`config.mk`:
```
export PLATFORM = sky130hd
export DESIGN_NAME = dual_input_debouncer
export DESIGN_NICKNAME = d
export VERILOG_FILES = /design/src/rtl/debounce_pkg.sv /design/src/rtl/debounce_channel.sv /design/src/rtl/dual_input_debouncer.sv
export SDC_FILE = /design/constraint.sdc
export NUM_CORES = 1
export LEC_CHECK = 0
export CORE_AREA = 2 2 44 87
export DETAILED_ROUTE_END_ITERATION = 6
export DIE_AREA = 0 0 46 89
export PLACE_DENSITY = 0.76
export SLEW_MARGIN = 20
export SYNTH_ARGS = -nofsm -noshare
export SYNTH_HDL_FRONTEND = slang
export SYNTH_SLANG_ARGS = --single-unit
export TNS_END_PERCENT = 5
```
`constraint.sdc`:
```
create_clock -name Clock -period 5.2 [get_ports Clock]
set_input_delay 0.52 -clock Clock [delete_from_list [all_inputs] [get_ports Clock]]
set_output_delay 0.52 -clock Clock [all_outputs]
set_load 0.02 [all_outputs]
```
`src/rtl/debounce_pkg.sv`:
```
// Shared state encodings and decode helper for the per-bit debounce FSM.
// The FSM's data level is the msb of its state code.
package debounce_pkg;

    typedef logic [1:0] state_t;

    localparam state_t ST_LOW       = 2'd0;
    localparam state_t ST_RISE_WAIT = 2'd1;
    localparam state_t ST_HIGH      = 2'd2;
    localparam state_t ST_FALL_WAIT = 2'd3;

    // Accepted level of a state: high once the rise is accepted, until the fall is.
    function automatic logic level_of(input state_t st);
        return st[1];
    endfunction

endpackage

```
`src/rtl/debounce_channel.sv`:
```
// One debounced input bit: 2-flop synchronizer, then a four-state Moore FSM.
// The stability counter is only meaningful in the two wait states.
module debounce_channel
    import debounce_pkg::*;
#(
    parameter int DEBOUNCE_CYCLES = 50000,
    parameter int CNT_WIDTH       = 16
) (
    input  logic Clock,
    input  logic Reset,
    input  logic raw,
    output logic level,
    output logic level_next
);

    localparam logic [CNT_WIDTH-1:0] CNT_LAST = CNT_WIDTH'(DEBOUNCE_CYCLES - 1);
    localparam logic [CNT_WIDTH-1:0] CNT_ZERO = {CNT_WIDTH{1'b0}};
    localparam logic [CNT_WIDTH-1:0] CNT_ONE  = {{(CNT_WIDTH-1){1'b0}}, 1'b1};

    logic                 sync_meta_r;
    logic                 sync_r;
    state_t               state_r;
    state_t               state_s;
    logic [CNT_WIDTH-1:0] cnt_r;
    logic [CNT_WIDTH-1:0] cnt_s;

    // Two-flop synchronizer for the asynchronous raw level.
    always_ff @(posedge Clock or posedge Reset) begin
        if (Reset) begin
            sync_meta_r <= 1'b0;
            sync_r      <= 1'b0;
        end else begin
            sync_meta_r <= raw;
            sync_r      <= sync_meta_r;
        end
    end

    // Present-state and counter register.
    always_ff @(posedge Clock or posedge Reset) begin
        if (Reset) begin
            state_r <= ST_LOW;
            cnt_r   <= CNT_ZERO;
        end else begin
            state_r <= state_s;
            cnt_r   <= cnt_s;
        end
    end

    // Next-state logic; the >= test keeps the counter from ever running past its last value.
    always_comb begin
        state_s = ST_LOW;
        cnt_s   = CNT_ZERO;
        case (state_r)
            ST_LOW: begin
                if (sync_r) begin
                    state_s = ST_RISE_WAIT;
                end else begin
                    state_s = ST_LOW;
                end
            end
            ST_RISE_WAIT: begin
                if (!sync_r) begin
                    state_s = ST_LOW;
                end else if (cnt_r >= CNT_LAST) begin
                    state_s = ST_HIGH;
                end else begin
                    state_s = ST_RISE_WAIT;
                    cnt_s   = cnt_r + CNT_ONE;
                end
            end
            ST_HIGH: begin
                if (!sync_r) begin
                    state_s = ST_FALL_WAIT;
                end else begin
                    state_s = ST_HIGH;
                end
            end
            ST_FALL_WAIT: begin
                if (sync_r) begin
                    state_s = ST_HIGH;
                end else if (cnt_r >= CNT_LAST) begin
                    state_s = ST_LOW;
                end else begin
                    state_s = ST_FALL_WAIT;
                    cnt_s   = cnt_r + CNT_ONE;
                end
            end
            default: begin
                state_s = ST_LOW;
                cnt_s   = CNT_ZERO;
            end
        endcase
    end

    // Output decode from state; level_next lets the top register a coincident change strobe.
    always_comb begin
        level      = level_of(state_r);
        level_next = level_of(state_s);
    end

endmodule

```
`src/rtl/dual_input_debouncer.sv`:
```
// Two independent debounced inputs feeding a downstream FSM's 2-bit Data_In.
// Change is registered from the channels' next levels so it lines up with the new Data_Out.
module dual_input_debouncer #(
    parameter int DEBOUNCE_CYCLES = 50000,
    parameter int CNT_WIDTH       = 16
) (
    input  logic       Clock,
    input  logic       Reset,
    input  logic [1:0] Raw_In,
    output logic [1:0] Data_Out,
    output logic       Change
);

    logic [1:0] level_s;
    logic [1:0] level_next_s;

    debounce_channel #(
        .DEBOUNCE_CYCLES (DEBOUNCE_CYCLES),
        .CNT_WIDTH       (CNT_WIDTH)
    ) u_chan0 (
        .Clock      (Clock),
        .Reset      (Reset),
        .raw        (Raw_In[0]),
        .level      (level_s[0]),
        .level_next (level_next_s[0])
    );

    debounce_channel #(
        .DEBOUNCE_CYCLES (DEBOUNCE_CYCLES),
        .CNT_WIDTH       (CNT_WIDTH)
    ) u_chan1 (
        .Clock      (Clock),
        .Reset      (Reset),
        .raw        (Raw_In[1]),
        .level      (level_s[1]),
        .level_next (level_next_s[1])
    );

    assign Data_Out = level_s;

    // One strobe per edge on which either or both levels change.
    always_ff @(posedge Clock or posedge Reset) begin
        if (Reset) begin
            Change <= 1'b0;
        end else begin
            Change <= (level_next_s != level_s);
        end
    end

endmodule

```
* Yosys cells after proc, flatten, opt, wreduce, memory -nomap -nowiden *
Index checks and enable logic that the tools add are counted.

word-level totals
  flip-flop bits (word level) = 41
  input port bits = 4
  output and inout bits = 3

cells by class
  $lt $le $gt $ge = 2
  add/sub/neg operators = 2
  equal/unequal tests = 7
  multiplexer cells = 22
  reductions and logical operators = 2

operator list
  cell                     count
  $mux W16                 6
  $pmux W16 S2             2
  $add A16 B1 Y16 const B  2
  $ge A16 B16 Y1 const B   2
  $mux W2                  8
  $pmux W2 S4              2
  $eq A2 B2 Y1 const B     4
  $eq A2 B1 Y1 const B     2
  $logic_not A2 Y1         2
  $mux W1                  4
  $ne A2 B2 Y1             1

* Longest topological paths before layout *
  depth in word-level cells = 5
  gate-level depth with buffers = 6

* Cells and area by module *
A second synthesis with hierarchy kept.

unflattened totals
  cell total of the unflattened synthesis = 195
  area total of the unflattened synthesis = 1939.4 µm²

modules (own cells, without submodules)
  module                area each (µm²)  seq. area each (µm²)  cells an instance  instances
  debounce_channel      944.7            500.5                 95                 2
  dual_input_debouncer  50.0             25.0                  5                  1

* Least setup slack after synthesis *
OpenSTA, ideal clock, no wires.

  path type = flip-flop to flip-flop
  from = register u_chan1.cnt_r[0]
  to = register u_chan1.state_r[1]
  path buffers = 0
  stages on the path, launching flop included = 6
  slack = 3.259 ns
  setup time = 0.125 ns
  arrival = 1.816 ns
  period minus slack after synthesis = 1.941 ns
  cells stage by stage = dfrtp_1 -> ha_1 -> a311o_1 -> a211oi_4 -> or4_4 -> mux2_2

on the way
  longest elaborated chain between the ends = 4
  elaborated cells between the ends (all ways) = 6

RTL lines
  item                        RTL line                                        RTL
  start, declared             debounce_channel.sv:24                          logic [CNT_WIDTH-1:0] cnt_r;
  start signal, assigned      debounce_channel.sv:45                          cnt_r <= cnt_s;
  $ge A16 B16 Y1 *            debounce_channel.sv:64, debounce_channel.sv:81
  $mux W2 (on tied branches)  debounce_channel.sv:81, debounce_channel.sv:64
  $mux W2 (on tied branches)  debounce_channel.sv:79, debounce_channel.sv:62
  $pmux W2 S4 *               debounce_channel.sv:53                          case (state_r)
  net u_chan1.level_next      debounce_channel.sv:13                          output logic level_next
  end signal, assigned        debounce_channel.sv:44                          state_r <= state_s;
  end, declared               debounce_channel.sv:22                          state_t state_r;

The timed path passes the listed nets; every way through them passes the cells marked *.

* Final worst setup path *
Same ends and word-level chain as after synthesis.

==> flow_metrics.tcl <==
set metrics [dict create \
    status "completed" \
    fin_ws_ps 3150 \
    tightest_slew_ps 690 \
    ys_ff_latch 41 \
    p_seq_frac 0.593 \
    clkTransAtPathRegs_ps 80 \
    setup_viol 0 \
    crit_chain "ha_1 > a311o_1 > a211oi_4 > or4_4 > mux2_2" \
    p_clk_frac 0.372 \
    area_delta_synth_final_pct 7.31 \
    globalRoute.totalOverflow 0 \
    place_congestion 0.786 \
    synth_fa_ha_area_frac 0.0126 \
    timing.final.crit_share 0.394 \
    clkSinkCount 41 \
    slew_viol_final 0 \
    grt_pass1_vias 1526 \
    nets 202 \
    power.internal_uw 421 \
    synthSimpleGateAreaFrac 0.221 \
    final_common_cell "dfrtp_1" \
    drc 0 \
    final_cell_mix "41 x dfrtp_1, 35 x nor2_1, 18 x xnor2_1" \
    cp-end-kind "register" \
    grt_pass1_wl_um 6530 \
    fin_skew_ps 6.66 \
    cp_slowest_cell "dfrtp_1" \
    first_pass_iters 4 \
    dieArea_mm2 0.00409 \
    cp.buffers_inverters 0 \
    htree_levels 2 \
    start_util 0.588 \
    antenna_cells 0 \
    rows 30 \
    cp.arrival_ps 2230 \
    postSynth.asyncResetShare 1.00 \
    synth_cell_types 30 \
    hp-class "reg2reg" \
    power_frac_comb 0.035 \
    crit_family "compound AO/OA/AOI/OAI gates" \
    syn_avg_cell_area_um2 10.5 \
    synth.area.mux_share 0.0113 \
    pwr_density_cell_mw_per_mm2 258 \
    cts_setup_buffers 0 \
    die_w_um 46 \
    synth_nets 195 \
    drive_gt1_frac 0.0964 \
    synth-edff-count 0 \
    r2r_slack_ps 3150 \
    vias_per_cell 6.11 \
    synth_area_leader_cell "dfrtp_1" \
    drt-wirelength-per-cell_um 16.4 \
    cts_root_buf "clkbuf_8" \
    setup_tns_ps 0 \
    synthXorXnorAreaFrac 0.119 \
    synthesis.area_mm2 0.00199 \
    num_vias 1399 \
    die_h_um 89 \
    port_buffers 6 \
    swShare 0.232 \
    max_slew_margin 0.539 \
    drv_cap 0 \
    antenna_found_initial 0 \
    ys.flop_type "dfrtp_1" \
    yosysSeqAreaShare 0.517 \
    first_iter_violations 37 \
    grt_usage 0.224 \
    criticalPathCategory "reg2reg" \
    rsz0062_at_grt "no" \
    antenna_left 0 \
    dp_hpwl_um 2750 \
    cp_max_fo 5 \
    clockBufferDepth 2 \
    synth_top_area_frac 0.517 \
    cp.required_ps 5390 \
    synth_top_family_by_area "simple AND/OR/NAND/NOR gates" \
    synth_compound_area_frac 0.0781 \
    p_leak_nw 0.873 \
    p_sw_uw 128 \
    numCtsBuffers 5 \
    coreArea_mm2 0.00338 \
    synth_cells 189 \
    cts_tree "yes" \
    start_kind "register" \
    synth_area_leaders "dfrtp_1 52%, xnor2_1 7.9%, nor2_1 6.6%, xor2_1 4.0%, nand3_1 3.0%" \
    postCtsHoldBufs 0 \
    slowest_delay_ps 420 \
    irDropWorstVdd_uv 281 \
    final.min_clock_period_ps 2050 \
    clock_latency_ps 290 \
    postRouteWirelength_um 3760 \
    ioPinCount 7 \
    fmax_mhz 488 \
    grt_max_degree 30 \
    cts-resized-gates 0 \
    hold_violations 0 \
    place_ws_ps 3140 \
    ys_warn_count 0 \
]
## worst paths after layout
path	startpoint	endpoint	depth (start not counted)
max in group asynchronous	Reset	u_chan0.cnt_r[5]$_DFF_PP0_	3
min reg2reg	u_chan0.sync_meta_r$_DFF_PP0_	u_chan0.sync_r$_DFF_PP0_	0
max reg2reg	u_chan1.cnt_r[0]$_DFF_PP0_	u_chan1.state_r[1]$_DFF_PP0_	5
max	u_chan1.cnt_r[0]$_DFF_PP0_	u_chan1.state_r[1]$_DFF_PP0_	5
min in group asynchronous	Reset	u_chan1.cnt_r[8]$_DFF_PP0_	2
min	u_chan0.sync_meta_r$_DFF_PP0_	u_chan0.sync_r$_DFF_PP0_	0
## flip-flops by register name (all words and copies together), names as in the netlist, 2 cells and up
signal and flops:
u_chan0.state_r 2, u_chan1.cnt_r 16, u_chan0.cnt_r 16, u_chan1.state_r 2
## final cells by class
| class | count | area, um^2 |
|---|---|---|
| fillers | 277 | 1250 |
| flip-flops and latches | 41 | 1030 |
| multi-input cells | 132 | 877 |
| clock buffers | 5 | 68.8 |
| repair buffers | 7 | 67.6 |
| well taps | 32 | 40.0 |
| inverters | 9 | 33.8 |
| clock inverters | 3 | 17.5 |
## worst reg2reg max path: stages, from the launching register on
cell and delay, ps:
dfrtp_1 420, ha_1 280, a311o_1 420, a211oi_4 310, or4_4 190, mux2_2 320
## power groups by stage
stage	registers (mW)	logic [mW]	clock network, mW
after floorplan	0.331	0.0147	0
after global placement	0.331	0.0189	0
after detailed placement	0.332	0.0198	0
after CTS	0.325	0.0198	0.210
after global routing	0.326	0.0222	0.227
final	0.325	0.0190	0.204
## routing by layer
metal  vias up  share of wire  GRT usage
li1        666              -          -
met1       694           0.37      0.212
met3        10          0.028     0.0404
met4         0          0.030      0.138
met5         -              0          0
met2        29           0.57      0.413
## Yosys cell counts (3+ instances only)
| cell type | n |
|---|---|
| or4_4 | 3 |
| xnor2_1 | 18 |
| and3_1 | 4 |
| a21oi_1 | 3 |
| nand3_1 | 12 |
| dfrtp_1 | 41 |
| nand2_1 | 9 |
| nor2_1 | 35 |
| xor2_1 | 9 |
| inv_1 | 9 |
| nand4_1 | 9 |
| clkbuf_1 | 3 |
| nor4_1 | 6 |
| nor3_1 | 5 |
## stage by stage
| step | cells | utilization | total power [mW] | hold slack [ps] | area (um^2) |
|---|---|---|---|---|---|
| after floorplan | 189 | - | 0.346 | 331 | 1990 |
| after global placement | 221 | 0.605 | 0.350 | 333 | 2040 |
| after detailed placement | 221 | 0.605 | 0.352 | 337 | 2040 |
| after CTS | 229 | 0.631 | 0.555 | 355 | 2130 |
| after global routing | 229 | 0.631 | 0.575 | 361 | 2130 |
| final | 229 | 0.631 | 0.549 | 349 | 2130 |
## cell families after synthesis
group | count (synthesis)
AND/OR/NAND/NOR | 88
flip-flops | 41
XOR/XNOR | 27
buffers and inverters | 16
AO/OA/AOI/OAI | 13
multiplexers | 2
adder cells (fa/ha/maj) | 2
No activity file was read; power rests on OpenSTA's default activity.
==> RTL edit 1, RTL diff (same settings) <==
The output `Change` loses its register stage (`Change` becomes a continuous assignment). Comments in the files are not updated.
--- a/src/rtl/dual_input_debouncer.sv
+++ b/src/rtl/dual_input_debouncer.sv
@@ -39,13 +39,7 @@
     assign Data_Out = level_s;
 
     // One strobe per edge on which either or both levels change.
-    always_ff @(posedge Clock or posedge Reset) begin
-        if (Reset) begin
-            Change <= 1'b0;
-        end else begin
-            Change <= (level_next_s != level_s);
-        end
-    end
+    assign Change = (level_next_s != level_s);
 
 endmodule
 
Behaviour: same outputs for any inputs over 10 cycles, from zero or initial values and one cycle with Reset high; that may be too few to reach the edited logic, so the function may still have changed.
==> RTL edit 1 against the original RTL <==
Power is 6.6% higher. Sequential cell count is 1 lower. Design area is 0.18% lower. Via count is 2.9% lower. Utilization is 0.11 points lower. Routed wire length is 1.0% lower. Area after synthesis is 1.3% lower. Setup slack worse by 1.1 ns. Highest routed layer unchanged.
==> RTL edit 1: results (changes against the original RTL) <==
qor: grt.first_global_vias 1,461 [was 1,526]
qor: run_status.outcome finished, final reports clean [unchanged]
qor: yosys.most_instantiated_cells_after_synthesis 40 x sky130_fd_sc_hd__dfrtp_1, 35 x sky130_fd_sc_hd__nor2_1, 18 x sky130_fd_sc_hd__xnor2_1 [was 41 x sky130_fd_sc_hd__dfrtp_1, 35 x sky130_fd_sc_hd__nor2_1, 18 x sky130_fd_sc_hd__xnor2_1]
qor: sta.fin_worst_skew 0.0127 ns [was 0.00666 ns]
qor: critical_path.critical_path.reg2reg.startpoint u_chan0.cnt_r[0] [was u_chan1.cnt_r[0]]
qor: placed_design.globalplace.congestion 0.772 [was 0.786]
qor: cells_and_area.sh_seq_area 47.1% [was 48.2%]
qor: grt.gr-usage-all-layers 21.8% [was 22.4%]
qor: yosys.yosys-top-cells-area sky130_fd_sc_hd__dfrtp_1 51%, sky130_fd_sc_hd__xnor2_1 8.0%, sky130_fd_sc_hd__nor2_1 6.7%, sky130_fd_sc_hd__xor2_1 4.0%, sky130_fd_sc_hd__nand3_1 3.1% [was sky130_fd_sc_hd__dfrtp_1 52%, sky130_fd_sc_hd__xnor2_1 7.9%, sky130_fd_sc_hd__nor2_1 6.6%, sky130_fd_sc_hd__xor2_1 4.0%, sky130_fd_sc_hd__nand3_1 3.0%]
qor: yosys.synth_seq_area_share 51.1% [was 51.7%]
qor: cells_and_area.nNetsFinal 201 [was 202]
qor: grt.grt_pass1_wl 6.36 mm [was 6.53 mm]
qor: critical_path.cp_top_family buffers and inverters [was compound AO/OA/AOI/OAI gates]
qor: power_and_ir_drop.leakagePower 0.870 nW [was 0.873 nW]
qor: cells_and_area.area_share_nonclk_buffers 3.18% [was 3.17%]
qor: yosys.synth_xor_area_share 12.1% [was 11.9%]
qor: power_and_ir_drop.internal_portion_of_total_power 0.463 mW [was 0.421 mW]
qor: cells_and_area.num-clock-buffers 6 [was 5]
qor: routing.dr.first_iter.drc_count 46 [was 37]
qor: grt.pin_count_of_the_biggest_net_entering_global_routing 41 [was 30]
qor: critical_path.crit-reg2reg-capture u_chan0.state_r[1] [was u_chan1.state_r[1]]
qor: yosys.adder_cell_area_share_of_the_yosys_netlist 1.28% [was 1.26%]
qor: cells_and_area.proportion_of_layout_cells_with_a_drive_suffix_above_1 9.18% [was 9.64%]
qor: sta.slew_headroom 54.1% [was 53.9%]
qor: clock_network.clock-sinks 40 [was 41]
qor: routing.avgViaCountPerCell 5.96 [was 6.11]
qor: cells_and_area.clk_share 5.06% [was 4.05%]
qor: critical_path.slowest_delay 0.63 ns [was 0.42 ns]
## RTL edit 1: changes by cell type after synthesis
cell                      before  now
sky130_fd_sc_hd__dfrtp_1      41   40
## RTL edit 1: per-stage QoR
stage	power, mW	hold slack [ns]	std cells	setup WS, ns
final	0.585	0.339	228	2.10
after CTS	0.592	0.343	228	2.09
after floorplan	0.338	0.331	188	2.89
after global routing	0.609	0.340	228	2.01
after detailed placement	0.343	0.336	220	2.42
after global placement	0.342	0.334	220	2.48
## RTL edit 1: power by group through the flow
stage | logic [mW] | clock network, mW | registers [mW]
after floorplan | 0.0146 | 0 | 0.323
after global placement | 0.0188 | 0 | 0.323
after detailed placement | 0.0194 | 0 | 0.324
after CTS | 0.0194 | 0.255 | 0.318
after global routing | 0.0219 | 0.269 | 0.318
final | 0.0187 | 0.249 | 0.318
## RTL edit 1: layer usage
metal	part of all wire (%)	vias to the layer above	global-route usage, %
met3	2.0	9	3.64
met4	2.9	0	10.4
li1	-	659	-
met2	57	16	40.7
met5	0	-	0
met1	38	674	21.6
==> RTL edit 2, RTL diff (config.mk and constraints unchanged) <==
Without the edit above. `CNT_WIDTH` is set to 16 in 2 places; all go to 24.
--- a/src/rtl/debounce_channel.sv
+++ b/src/rtl/debounce_channel.sv
@@ -4,7 +4,7 @@
     import debounce_pkg::*;
 #(
     parameter int DEBOUNCE_CYCLES = 50000,
-    parameter int CNT_WIDTH       = 16
+    parameter int CNT_WIDTH       = 24
 ) (
     input  logic Clock,
     input  logic Reset,
--- a/src/rtl/dual_input_debouncer.sv
+++ b/src/rtl/dual_input_debouncer.sv
@@ -2,7 +2,7 @@
 // Change is registered from the channels' next levels so it lines up with the new Data_Out.
 module dual_input_debouncer #(
     parameter int DEBOUNCE_CYCLES = 50000,
-    parameter int CNT_WIDTH       = 16
+    parameter int CNT_WIDTH       = 24
 ) (
     input  logic       Clock,
     input  logic       Reset,
Check against the original RTL: same outputs for any inputs over 10 cycles, from zero or initial values and one cycle with Reset high; that may be too few to reach the edited logic, so the function may still have changed.
==> RTL edit 2 against the original RTL <==
First-iteration DRC count rose by 32%. Via count up 16%. Routed wire length up 9.6%. Setup slack got worse by 0.050 ns. Clock skew rose by 0.00090 ns. Design area grew 25%. Non-clock buffer count shrank 1. Area after synthesis rose by 20%. Sequential share of layout area increased by 5.2 points. Sequential cell count grew 16. Critical path type unchanged. Largest cell class unchanged. Highest routed layer unchanged.
Power is not compared: it rests on default switching activity, and its combinational part moved more than twofold at a synthesized area within 25%.
==> RTL edit 2: results (changes against the original RTL) <==
qor: run_status.outcome finished, final reports clean [unchanged]
qor: cells_and_area.nNetsFinal 242 [was 202]
qor: cells_and_area.n_fill_cell 219 [was 277]
qor: routing.routed_wirelength 4.12 mm [was 3.76 mm]
qor: grt.gr-usage-all-layers 24.4% [was 22.4%]
qor: cells_and_area.ff_latch_area 1430 um^2 [was 1030 um^2]
qor: yosys.synth.lib_cells_used.distinct 37 [was 30]
qor: clock_network.number_of_buffers_created_by_cts 9 [was 5]
qor: sta.whs 0.346 ns [was 0.349 ns]
qor: routing.routed_wire_length_per_instance 15.1 um [was 16.4 um]
qor: placed_design.place_area 2480 um^2 [was 2040 um^2]
qor: clock_network.cts_max_level 3 [was 2]
qor: placed_design.place.detailed.hpwl 2.87 mm [was 2.75 mm]
qor: yosys.most_instantiated_cells_after_synthesis 57 x sky130_fd_sc_hd__dfrtp_1, 30 x sky130_fd_sc_hd__nor2_1, 15 x sky130_fd_sc_hd__xor2_1 [was 41 x sky130_fd_sc_hd__dfrtp_1, 35 x sky130_fd_sc_hd__nor2_1, 18 x sky130_fd_sc_hd__xnor2_1]
qor: sta.slew_headroom 38.6% [was 53.9%]
qor: cells_and_area.proportion_of_layout_cells_with_a_drive_suffix_above_1 7.88% [was 9.64%]
qor: yosys.yosys-top-cells-area sky130_fd_sc_hd__dfrtp_1 60%, sky130_fd_sc_hd__xor2_1 5.5%, sky130_fd_sc_hd__nor2_1 4.7%, sky130_fd_sc_hd__xnor2_1 3.7%, sky130_fd_sc_hd__nand4_1 2.4% [was sky130_fd_sc_hd__dfrtp_1 52%, sky130_fd_sc_hd__xnor2_1 7.9%, sky130_fd_sc_hd__nor2_1 6.6%, sky130_fd_sc_hd__xor2_1 4.0%, sky130_fd_sc_hd__nand3_1 3.0%]
qor: critical_path.setup.worst_path.end u_chan1.cnt_r[10] [was u_chan1.state_r[1]]
qor: placed_design.globalplace.congestion 0.894 [was 0.786]
qor: critical_path.arrival 2.33 ns [was 2.23 ns]
qor: clock_network.worst_setup_hold_path_clk_slew 0.06 ns [was 0.08 ns]
qor: yosys.synth_seq_area_share 60.0% [was 51.7%]
qor: grt.pin_count_of_the_biggest_net_entering_global_routing 58 [was 30]
qor: sta.timing.final.crit_period 2.10 ns [was 2.05 ns]
qor: routing.vias 1,627 [was 1,399]
qor: yosys.post_synth_inst_count 212 [was 189]
qor: cells_and_area.regs_by_ff_count u_chan0.cnt_r x24, u_chan1.cnt_r x24 [was u_chan0.cnt_r x16, u_chan1.cnt_r x16]
qor: sta.fin_worst_skew 0.00757 ns [was 0.00666 ns]
qor: grt.first_global_vias 1,737 [was 1,526]
qor: grt.grt_pass1_wl 7.12 mm [was 6.53 mm]
==> RTL edit 2: cell types whose count changed in the layout (fill, tap and decap cells not counted), sizes merged, moves of 4 or more <==
cell,delta
conb,+16
dfrtp,+16
clkbuf,+8
xnor2,-8
xor2,+6
inv,-5
nand2,+5
nor2,-5
and4,+4
==> RTL edit 2: kinds of logic (layout without fill, tap and decap cells) <==
kind of cell               count (synthesis)  count (layout)  synth area share [%]
other                                      1              16                 0.158
buffers and inverters                     13              27                  3.05
and+or+nand+nor                           96              96                  21.1
muxes                                      2               2                 0.947
AOI/OAI and AO/OA                         16              16                  4.47
adders and majority gates                  2               2                  1.05
xor gates and xnor gates                  25              25                  9.21
DFF                                       57              57                  60.0
==> RTL edit 2: critical path: stages (launching register included) <==
cell	delay, ns
sky130_fd_sc_hd__dfrtp_1	0.41
sky130_fd_sc_hd__ha_1	0.25
sky130_fd_sc_hd__a311o_1	0.36
sky130_fd_sc_hd__and3_4	0.19
sky130_fd_sc_hd__or4_4	0.60
sky130_fd_sc_hd__nor3b_1	0.21
==> RTL edit 2: routing by layer <==
| metal | routed length, um | track usage (%) |
|---|---|---|
| met5 | 0 | 0 |
| met4 | 72 | 13.5 |
| met2 | 2410 | 43.3 |
| met3 | 117 | 6.26 |
| met1 | 1510 | 24.2 |
==> RTL edit 2: how the worst min path moves through the flow <==
| stage | to |
|---|---|
| floorplan | u_chan0.sync_r |
| finish | u_chan0.sync_r |
| CTS | u_chan0.sync_r |
| global placement | u_chan0.sync_r |
| global route | u_chan0.sync_r |
| detailed placement | u_chan0.sync_r |
==> RTL edit 2: layout make-up <==
cell class,instances,share of cell area (%)
Sequential cell,57,53.4
Tap cell,32,1.50
Clock buffer,13,5.57
Clock inverter,3,1.50
Inverter,5,0.749
Multi-Input combinational cell,157,35.0
Timing Repair Buffer,6,2.25
